File: config.mk
export PLATFORM = sky130hd
export DESIGN_NAME = alu_result_stage
export DESIGN_NICKNAME = d
export VERILOG_FILES = /design/src/rtl/risc_pkg.sv /design/src/rtl/br_eval.sv /design/src/rtl/alu_result_stage.sv
export SDC_FILE = /design/constraint.sdc
export NUM_CORES = 1
export LEC_CHECK = 0
export CAP_MARGIN = 20
export CORE_MARGIN = 1
export CORE_UTILIZATION = 30
export DETAILED_ROUTE_END_ITERATION = 10
export GPL_TIMING_DRIVEN = 0
export PLACE_DENSITY = 0.59
export SYNTH_ARGS = -nofsm -noshare
export SYNTH_HDL_FRONTEND = slang
export SYNTH_SLANG_ARGS = --single-unit
File: constraint.sdc
create_clock -name clk -period 3.3 [get_ports clk]
set_clock_uncertainty 0.1 [all_clocks]
set_input_delay 0.66 -clock clk [delete_from_list [all_inputs] [get_ports clk]]
set_output_delay 0.66 -clock clk [all_outputs]
set_load 0.01 [all_outputs]
File: src/rtl/risc_pkg.sv
// risc_pkg: shared constants for the 16-bit pipelined RISC datapath.
//   - ALU opcode encodings (as carried on in_alu_op)
//   - conditional-branch condition encodings (as carried on in_br_cond)
//   - bit positions inside the 5-bit architectural status register
package risc_pkg;

  // ALU opcodes
  localparam logic [2:0] ALU_AND = 3'd0;
  localparam logic [2:0] ALU_OR  = 3'd1;
  localparam logic [2:0] ALU_ADD = 3'd2;
  localparam logic [2:0] ALU_SUB = 3'd6;

  // Branch conditions
  localparam logic [2:0] BR_NEVER  = 3'd0;
  localparam logic [2:0] BR_EQ     = 3'd1;
  localparam logic [2:0] BR_NE     = 3'd2;
  localparam logic [2:0] BR_LT     = 3'd3;
  localparam logic [2:0] BR_GT     = 3'd4;
  localparam logic [2:0] BR_LE     = 3'd5;
  localparam logic [2:0] BR_GE     = 3'd6;
  localparam logic [2:0] BR_ALWAYS = 3'd7;

  // Status register layout: {lt, eq, gt, carry, ovf}
  localparam int STAT_LT    = 4;
  localparam int STAT_EQ    = 3;
  localparam int STAT_GT    = 2;
  localparam int STAT_CARRY = 1;
  localparam int STAT_OVF   = 0;
  localparam int STAT_W     = 5;

endpackage

File: src/rtl/br_eval.sv
// br_eval: combinational branch-decision mapping.
// Ports:
//   br_cond in 3 : condition code (never/eq/ne/lt/gt/le/ge/always)
//   lt, eq, gt in 1 : compare flags of the result being evaluated
//   taken out 1  : branch outcome
import risc_pkg::*;

module br_eval (
  input  logic [2:0] br_cond,
  input  logic       lt,
  input  logic       eq,
  input  logic       gt,
  output logic       taken
);

  // Decode the condition code against the compare flags
  always_comb begin
    taken = 1'b0;
    case (br_cond)
      BR_NEVER:  taken = 1'b0;
      BR_EQ:     taken = eq;
      BR_NE:     taken = ~eq;
      BR_LT:     taken = lt;
      BR_GT:     taken = gt;
      BR_LE:     taken = lt | eq;
      BR_GE:     taken = gt | eq;
      BR_ALWAYS: taken = 1'b1;
      default:   taken = 1'b0;
    endcase
  end

endmodule

File: src/rtl/alu_result_stage.sv
// alu_result_stage: execute-stage back end. Accepts one ALU result per cycle
// over valid/ready, buffers up to two results in a skid FIFO, updates the
// architectural status flags and resolves the branch decision at push time.
// Ports:
//   clk, rst_n                 : clock, asynchronous active-low reset
//   in_valid/in_ready          : upstream handshake (in_ready from count only)
//   in_data, in_rd             : result and destination register
//   in_lt/eq/gt/carry/ovf      : ALU flags
//   in_alu_op                  : opcode that produced the result
//   in_set_flags               : result updates status
//   in_br_cond                 : branch condition code
//   out_valid/out_ready        : downstream handshake
//   out_data/out_rd/out_br_taken : FIFO head entry
//   status                     : {lt, eq, gt, carry, ovf}
//   trap, trap_clr             : sticky overflow trap and its clear
// Build option: define ALU_RESULT_STAGE_OVF_TRAP_EN to enable the overflow
// trap; without it trap is tied low and trap_clr is ignored.
import risc_pkg::*;

module alu_result_stage #(
  parameter int DATA_W = 16,
  parameter int RD_W   = 3
) (
  input  logic              clk,
  input  logic              rst_n,
  input  logic              in_valid,
  output logic              in_ready,
  input  logic [DATA_W-1:0] in_data,
  input  logic              in_lt,
  input  logic              in_eq,
  input  logic              in_gt,
  input  logic              in_carry,
  input  logic              in_ovf,
  input  logic [2:0]        in_alu_op,
  input  logic              in_set_flags,
  input  logic [2:0]        in_br_cond,
  input  logic [RD_W-1:0]   in_rd,
  output logic              out_valid,
  input  logic              out_ready,
  output logic [DATA_W-1:0] out_data,
  output logic [RD_W-1:0]   out_rd,
  output logic              out_br_taken,
  output logic [4:0]        status,
  output logic              trap,
  input  logic              trap_clr
);

  logic [1:0][DATA_W-1:0] data_q, data_d;
  logic [1:0][RD_W-1:0]   rd_q, rd_d;
  logic [1:0]             taken_q, taken_d;
  logic                   wr_ptr_q, wr_ptr_d;
  logic                   rd_ptr_q, rd_ptr_d;
  logic [1:0]             count_q, count_d;
  logic [4:0]             status_q, status_d;
  logic                   push_s;
  logic                   pop_s;
  logic                   br_taken_s;

  br_eval u_br_eval (
    .br_cond (in_br_cond),
    .lt      (in_lt),
    .eq      (in_eq),
    .gt      (in_gt),
    .taken   (br_taken_s)
  );

  // Ready depends only on registered occupancy, never on out_ready
  assign in_ready     = (count_q != 2'd2);
  assign out_valid    = (count_q != 2'd0);
  assign push_s       = in_valid & in_ready;
  assign pop_s        = out_valid & out_ready;
  assign out_data     = data_q[rd_ptr_q];
  assign out_rd       = rd_q[rd_ptr_q];
  assign out_br_taken = taken_q[rd_ptr_q];
  assign status       = status_q;

  // Next-state for FIFO storage, pointers, occupancy and status flags
  always_comb begin
    data_d   = data_q;
    rd_d     = rd_q;
    taken_d  = taken_q;
    wr_ptr_d = wr_ptr_q;
    rd_ptr_d = rd_ptr_q;
    count_d  = count_q;
    status_d = status_q;

    if (push_s) begin
      data_d[wr_ptr_q]  = in_data;
      rd_d[wr_ptr_q]    = in_rd;
      taken_d[wr_ptr_q] = br_taken_s;
      wr_ptr_d          = ~wr_ptr_q;
    end else begin
      wr_ptr_d = wr_ptr_q;
    end

    if (pop_s) begin
      rd_ptr_d = ~rd_ptr_q;
    end else begin
      rd_ptr_d = rd_ptr_q;
    end

    case ({push_s, pop_s})
      2'b10:   count_d = count_q + 2'd1;
      2'b01:   count_d = count_q - 2'd1;
      default: count_d = count_q;
    endcase

    if (push_s && in_set_flags) begin
      status_d = 5'd0;
      status_d[STAT_LT]    = in_lt;
      status_d[STAT_EQ]    = in_eq;
      status_d[STAT_GT]    = in_gt;
      status_d[STAT_CARRY] = in_carry;
      status_d[STAT_OVF]   = in_ovf;
    end else begin
      status_d = status_q;
    end
  end

  // FIFO, pointer, occupancy and status registers
  always_ff @(posedge clk or negedge rst_n) begin
    if (!rst_n) begin
      data_q   <= '0;
      rd_q     <= '0;
      taken_q  <= 2'b00;
      wr_ptr_q <= 1'b0;
      rd_ptr_q <= 1'b0;
      count_q  <= 2'd0;
      status_q <= 5'd0;
    end else begin
      data_q   <= data_d;
      rd_q     <= rd_d;
      taken_q  <= taken_d;
      wr_ptr_q <= wr_ptr_d;
      rd_ptr_q <= rd_ptr_d;
      count_q  <= count_d;
      status_q <= status_d;
    end
  end

`ifdef ALU_RESULT_STAGE_OVF_TRAP_EN
  logic trap_q, trap_d;
  logic trap_set_s;

  // Only arithmetic ops can raise the overflow trap
  assign trap_set_s = push_s & in_ovf & ((in_alu_op == ALU_ADD) | (in_alu_op == ALU_SUB));
  assign trap       = trap_q;

  // Sticky trap: set has priority over clear
  always_comb begin
    trap_d = trap_q;
    if (trap_set_s) begin
      trap_d = 1'b1;
    end else if (trap_clr) begin
      trap_d = 1'b0;
    end else begin
      trap_d = trap_q;
    end
  end

  // Trap flag register
  always_ff @(posedge clk or negedge rst_n) begin
    if (!rst_n) begin
      trap_q <= 1'b0;
    end else begin
      trap_q <= trap_d;
    end
  end
`else
  logic [3:0] unused_trap_inputs_s;

  assign trap                 = 1'b0;
  assign unused_trap_inputs_s = {trap_clr, in_alu_op};
`endif

endmodule

==> impl_metrics.toml, run 1 <==
[outcome]
status = "completed"

[power]
power_density_nw_per_um2 = 964
p_seq_frac = 0.364
intPower_mw = 2.03
p_sw_frac = 0.302
leakage_nw = 1.23
switching_power_mw = 0.879
ir_worst_vdd_mv = 0.325
p_comb_frac = 0.507
pwr-share-clk = 0.130
finalPower_mw = 2.91

[clock_tree]
cts_made_buffers = 5
path_clk_slew_ps = 80
ctsResizeCount = 0
clockBufferDepth = 2
holdBufCountCts = 0
cts_tree = "built"
cts_setup_buffers = 0
tritoncts_num_sinks = 49
cts-root-buf = "clkbuf_8"
insertion_delay_ps = 290
htree_levels = 2

[routing]
ant_nets = 0
drtIter0Drc = 57
wl_per_cell_um = 13.8
num_vias = 1413
first_pass_iters = 4
viasPerCell = 4.51
route.layer.met1.wl_mm = 2.03
met2_length_mm = 2.02
top_layer = "met4"
drc_errors = 0
wl_mm = 4.33
wl_met3_um = 214

[sta]
worstMarginPinSlew_ps = 526
timing.fmax_ghz = 0.381
fin_crit_ps = 2630
rsz0062_at_grt = "no"
setup_viol = 0
hold_viol = 0
maxSlewHeadroom = 0.649
fin_crit_sh = 0.796
hold_ws_ps = 231
drv_slew = 0

[global_route]
grtUsageTotal = 0.124
grt_max_degree = 29
antenna_found_initial = 0
grt_pass1_wl_mm = 7.13
grt_remaining_overflow = 0
grt_pass1_vias = 1488

[finish]
fin_util = 0.434
nNetsFinal = 253
stdcell_count = 313
insertedDiodeCount = 0
final_common_cell = "mux2_2"
num-fill-cells = 659
postLayoutCellArea_um2 = 3020
final_cell_mix = "60 x mux2_2, 57 x clkdlybuf4s50_1, 49 x dfrtp_1"
syn2layout_area_growth_pct = 37.1
layout-drive-gt1-share = 0.382

[place]
port_buffers = 58
dp_hpwl_mm = 3.14
dpl.cell_count = 305
detailed_place.area_um2 = 2920
place_congestion = 0.638

[die]
design.die.area_um2 = 7680
die_x_um = 87.6
io_pins = 64
num_rows = 30
die_h_um = 87.6
initial_core_util = 0.317
coreArea_um2 = 6940

[yosys]
synthesis.nets = 187
netlist_instances = 150
yosys.area.top_type_share = 0.557
ys_ff_latch = 49
netlist_area_um2 = 2200
ys_seq_area_frac = 0.557
yosysWarnings = 0
syn_avg_cell_area_um2 = 14.7
synth_area_leaders = "dfrtp_1 56%, mux2_2 31%, mux2_1 2.0%, buf_4 1.7%, xnor2_1 1.2%"
yosysTopAreaCell = "dfrtp_1"
yosysUniqueCellTypes = 23

[worst_setup_path]
required_ps = 2540
crit_path_top_delay_cell = "clkdlybuf4s50_1"
path_class = "register to primary output"
critPathTopFamily = "buffers and inverters"
endpoint_kind = "primary output"
worst-path-buf-inv = 2
start_kind = "register"
slowest_delay_ps = 480
crit_fanout = 10
cp_cell_sequence = "buf_2, mux2_2, clkdlybuf4s50_1"
crit_arrival_ps = 1870

[hold_path]
min-delay-path-class = "input port to async pin"

[flow_run]
max_cap_viol_count = 0
[power groups by stage]
stage | clock network, mW | registers [mW] | logic [mW]
3_5_place_dp | 0 | 1.07 | 1.50
2_1_floorplan | 0 | 1.05 | 0.860
3_3_place_gp | 0 | 1.06 | 1.48
4_1_cts | 0.401 | 1.06 | 1.51
6_report | 0.377 | 1.06 | 1.47
5_1_grt | 0.415 | 1.10 | 1.59
[stage by stage]
stage                     setup TNS (ps)  setup WS, ps
after CTS                              0           633
after global placement             -1660         -35.7
after global routing                   0           560
after floorplan                        0          1590
after detailed placement               0           953
final                                  0           674
[cell families after synthesis]
group,Yosys count,synth area share
buffers and inverters,12,0.0301
adder cells (fa/ha/maj),1,0.00569
AO/OA/AOI/OAI,6,0.0216
flip-flops,49,0.557
AND/OR/NAND/NOR,12,0.0358
multiplexers,64,0.328
XOR/XNOR,5,0.0199
other,1,0.00170
[state kept, by name (all words and copies together) (netlist names)]
signal and flops:
taken_q 2, data_q 32, wr_ptr_q 1, rd_q 6
status 5, rd_ptr_q 1, count_q 2
[cell usage after synthesis (all sizes together)]
master and n:
a211oi 1, and2 1, buf 7, conb 1, dfrtp 49, ha 1, inv 5, mux2 64
nand2 2, nand2b 2, nand3 1, nor2 2, nor2b 1, nor3 2, o2111ai 2, o21ai 1
o32ai 2, or2 1, xnor2 3, xor2 2
[worst paths after layout]
kind / from / to / slack (ps) / depth (start not counted)
max: rd_ptr_q / out_data[1] / 670 / 3
min: rst_n / data_q[8] / 230 / 1
max reg2reg: count_q[0] / count_q[1] / 1620 / 5
min reg2reg: count_q[1] / count_q[1] / 390 / 1
max in group asynchronous: rst_n / data_q[12] / 2340 / 2
min in group clk: count_q[1] / count_q[1] / 390 / 1
[layout make-up]
| type | instances | area (um2) | area share |
|---|---|---|---|
| flip-flops and latches | 49 | 1230 | 0.406 |
| multi-input cells | 89 | 907 | 0.301 |
| repair buffers | 59 | 596 | 0.197 |
| well taps | 96 | 120 | 0.0398 |
| clock buffers | 7 | 96.3 | 0.0319 |
| plain buffers | 7 | 47.5 | 0.0158 |
| inverters | 5 | 18.8 | 0.00622 |
| clock inverters | 1 | 5.00 | 0.00166 |
[per-layer routing]
metal / global-route usage / vias to the layer above
li1: - / 660
met1: 0.153 / 711
met2: 0.205 / 38
met3: 0.0368 / 4
met4: 0.0447 / 0
met5: 0 / -
Note: power is estimated with default switching activity, not from simulation.
==> inputs of run 2 (changes only) <==
--- a/config.mk
+++ b/config.mk
@@ -10,7 +10,7 @@
 export CORE_UTILIZATION = 30
 export DETAILED_ROUTE_END_ITERATION = 10
 export GPL_TIMING_DRIVEN = 0
-export PLACE_DENSITY = 0.59
+export PLACE_DENSITY = 0.61
 export SYNTH_ARGS = -nofsm -noshare
 export SYNTH_HDL_FRONTEND = slang
 export SYNTH_SLANG_ARGS = --single-unit
==> constraint.sdc (replaced) <==
create_clock -name clk -period 2.3 [get_ports clk]
set_clock_uncertainty 0.1 [all_clocks]
set_input_delay 0.46 -clock clk [delete_from_list [all_inputs] [get_ports clk]]
set_output_delay 0.46 -clock clk [all_outputs]
set_load 0.01 [all_outputs]
==> impl_metrics.toml, run 2 (synthesized netlist as in run 1, its figures left out) <==
[finish]
insertedDiodeCount = 0
postLayoutCellArea_um2 = 3040
final_cell_mix = "60 x mux2_2, 55 x clkdlybuf4s50_1, 48 x dfrtp_1"
largest_reg_flops = 32
nNetsFinal = 254
syn2layout_area_growth_pct = 38.3
stdcell_count = 314
largest_register = "data_q"
final_common_cell = "mux2_2"
fin_util = 0.438
layout-drive-gt1-share = 0.390

[place]
place_congestion = 0.691
port_buffers = 58
dpl.cell_count = 305
dpl_worst_slack_ps = 147
detailed_place.area_um2 = 2920
dp_hpwl_mm = 2.99

[power]
leakage_nw = 1.26
ir_worst_vdd_mv = 0.598
power_density_nw_per_um2 = 1370

[global_route]
grt_pass1_vias = 1407
antenna_found_initial = 0
grtUsageTotal = 0.117
grt_max_degree = 26
grt_pass1_wl_mm = 6.86
grt_remaining_overflow = 0

[sta]
hold_ws_ps = 71.7
timing.fmax_ghz = 0.448
worstMarginPinSlew_ps = 598
fin_crit_sh = 0.971
hold_viol = 0
rsz0062_at_grt = "yes"
setup_viol = 0
maxSlewHeadroom = 0.601
fin_ws_ps = 65.6
fin_crit_ps = 2230
drv_slew = 0

[worst_setup_path]
ff2ff_setup_slack_ps = 610
r2r-start = "count_q[0]"
slowest_delay_ps = 480
crit_path_top_delay_cell = "clkdlybuf4s50_1"
r2r-end = "count_q[1]"
start_kind = "register"
reg2regPathDepth = 5
path_class = "register to primary output"
crit_fanout = 10
endpoint_kind = "primary output"
cp_cell_sequence = "buf_6, mux2_2, clkdlybuf4s50_1"
crit_arrival_ps = 1670
required_ps = 1740

[clock_tree]
clockBufferDepth = 2
htree_levels = 2
insertion_delay_ps = 280
tritoncts_num_sinks = 49
cts_tree = "built"
cts_made_buffers = 5
path_clk_slew_ps = 80
cts-root-buf = "clkbuf_8"

[routing]
drtIter0Drc = 9
viasPerCell = 4.36
wl_per_cell_um = 12.9
num_vias = 1370
first_pass_iters = 4
ant_nets = 0
drc_errors = 0
wl_mm = 4.04

[flow_run]
max_cap_viol_count = 0

[outcome]
status = "completed"

[hold_path]
min-delay-path-class = "input port to async pin"

[die]
design.die.area_um2 = 7680
die_h_um = 87.6
initial_core_util = 0.317
coreArea_um2 = 6940
io_pins = 64
num_rows = 30
die_x_um = 87.6
==> run 2: worst max-delay path: cells and delay by family, from the launching register on <==
kind	cells	cell delay, ps
mux	1	350
buf+inv	2	650
flops	1	400
==> run 2: worst max-delay path by stage <==
stage,startpoint,to,slack (ps),cells past startpoint
after floorplan,count_q[0],count_q[1],660,5
after global placement,rst_n,data_q[12],-840,1
after detailed placement,in_valid,rd_q[3],150,5
after CTS,rd_ptr_q,out_data[5],30,3
after global routing,rd_ptr_q,out_data[9],-20,3
final,rd_ptr_q,out_data[6],70,3
==> run 2: cell type report <==
class | count | area (um2)
tap | 96 | 120
timing repair buffer | 60 | 608
multi-input combinational | 89 | 907
clock inverter | 1 | 5.00
fill | 662 | 3900
buffer | 7 | 60.1
inverter | 5 | 18.8
sequential | 49 | 1230
clock buffer | 7 | 96.3
==> run 2: routing by layer <==
layer	global-route usage	vias to the layer above	routed length, um	share of wire
li1	-	659	-	-
met1	0.152	674	1860	0.46
met2	0.194	35	1950	0.48
met3	0.0330	2	207	0.051
met4	0.0268	0	21	0.0052
met5	0	-	0	0
==> run 2: per-stage QoR <==
step	total power [mW]	setup TNS [ps]
6_report	4.17	0
5_1_grt	4.49	-91.0
4_1_cts	4.27	0
3_5_place_dp	3.67	0
3_3_place_gp	3.65	-40910
2_1_floorplan	2.73	0
==> run 2: timing repair <==
item	CTS	global route
hold endpoints to repair	0	0
gates resized for setup	5	2
hold buffers	0	0
setup buffers	1	0
setup endpoints to repair	18	11
==> run 2: power breakdown <==
group	leakage, nW	total, mW	internal [mW]	switching [mW]
clock network	0.0542	0.526	0.272	0.254
registers	0.576	1.52	1.31	0.218
logic	0.629	2.12	1.36	0.763
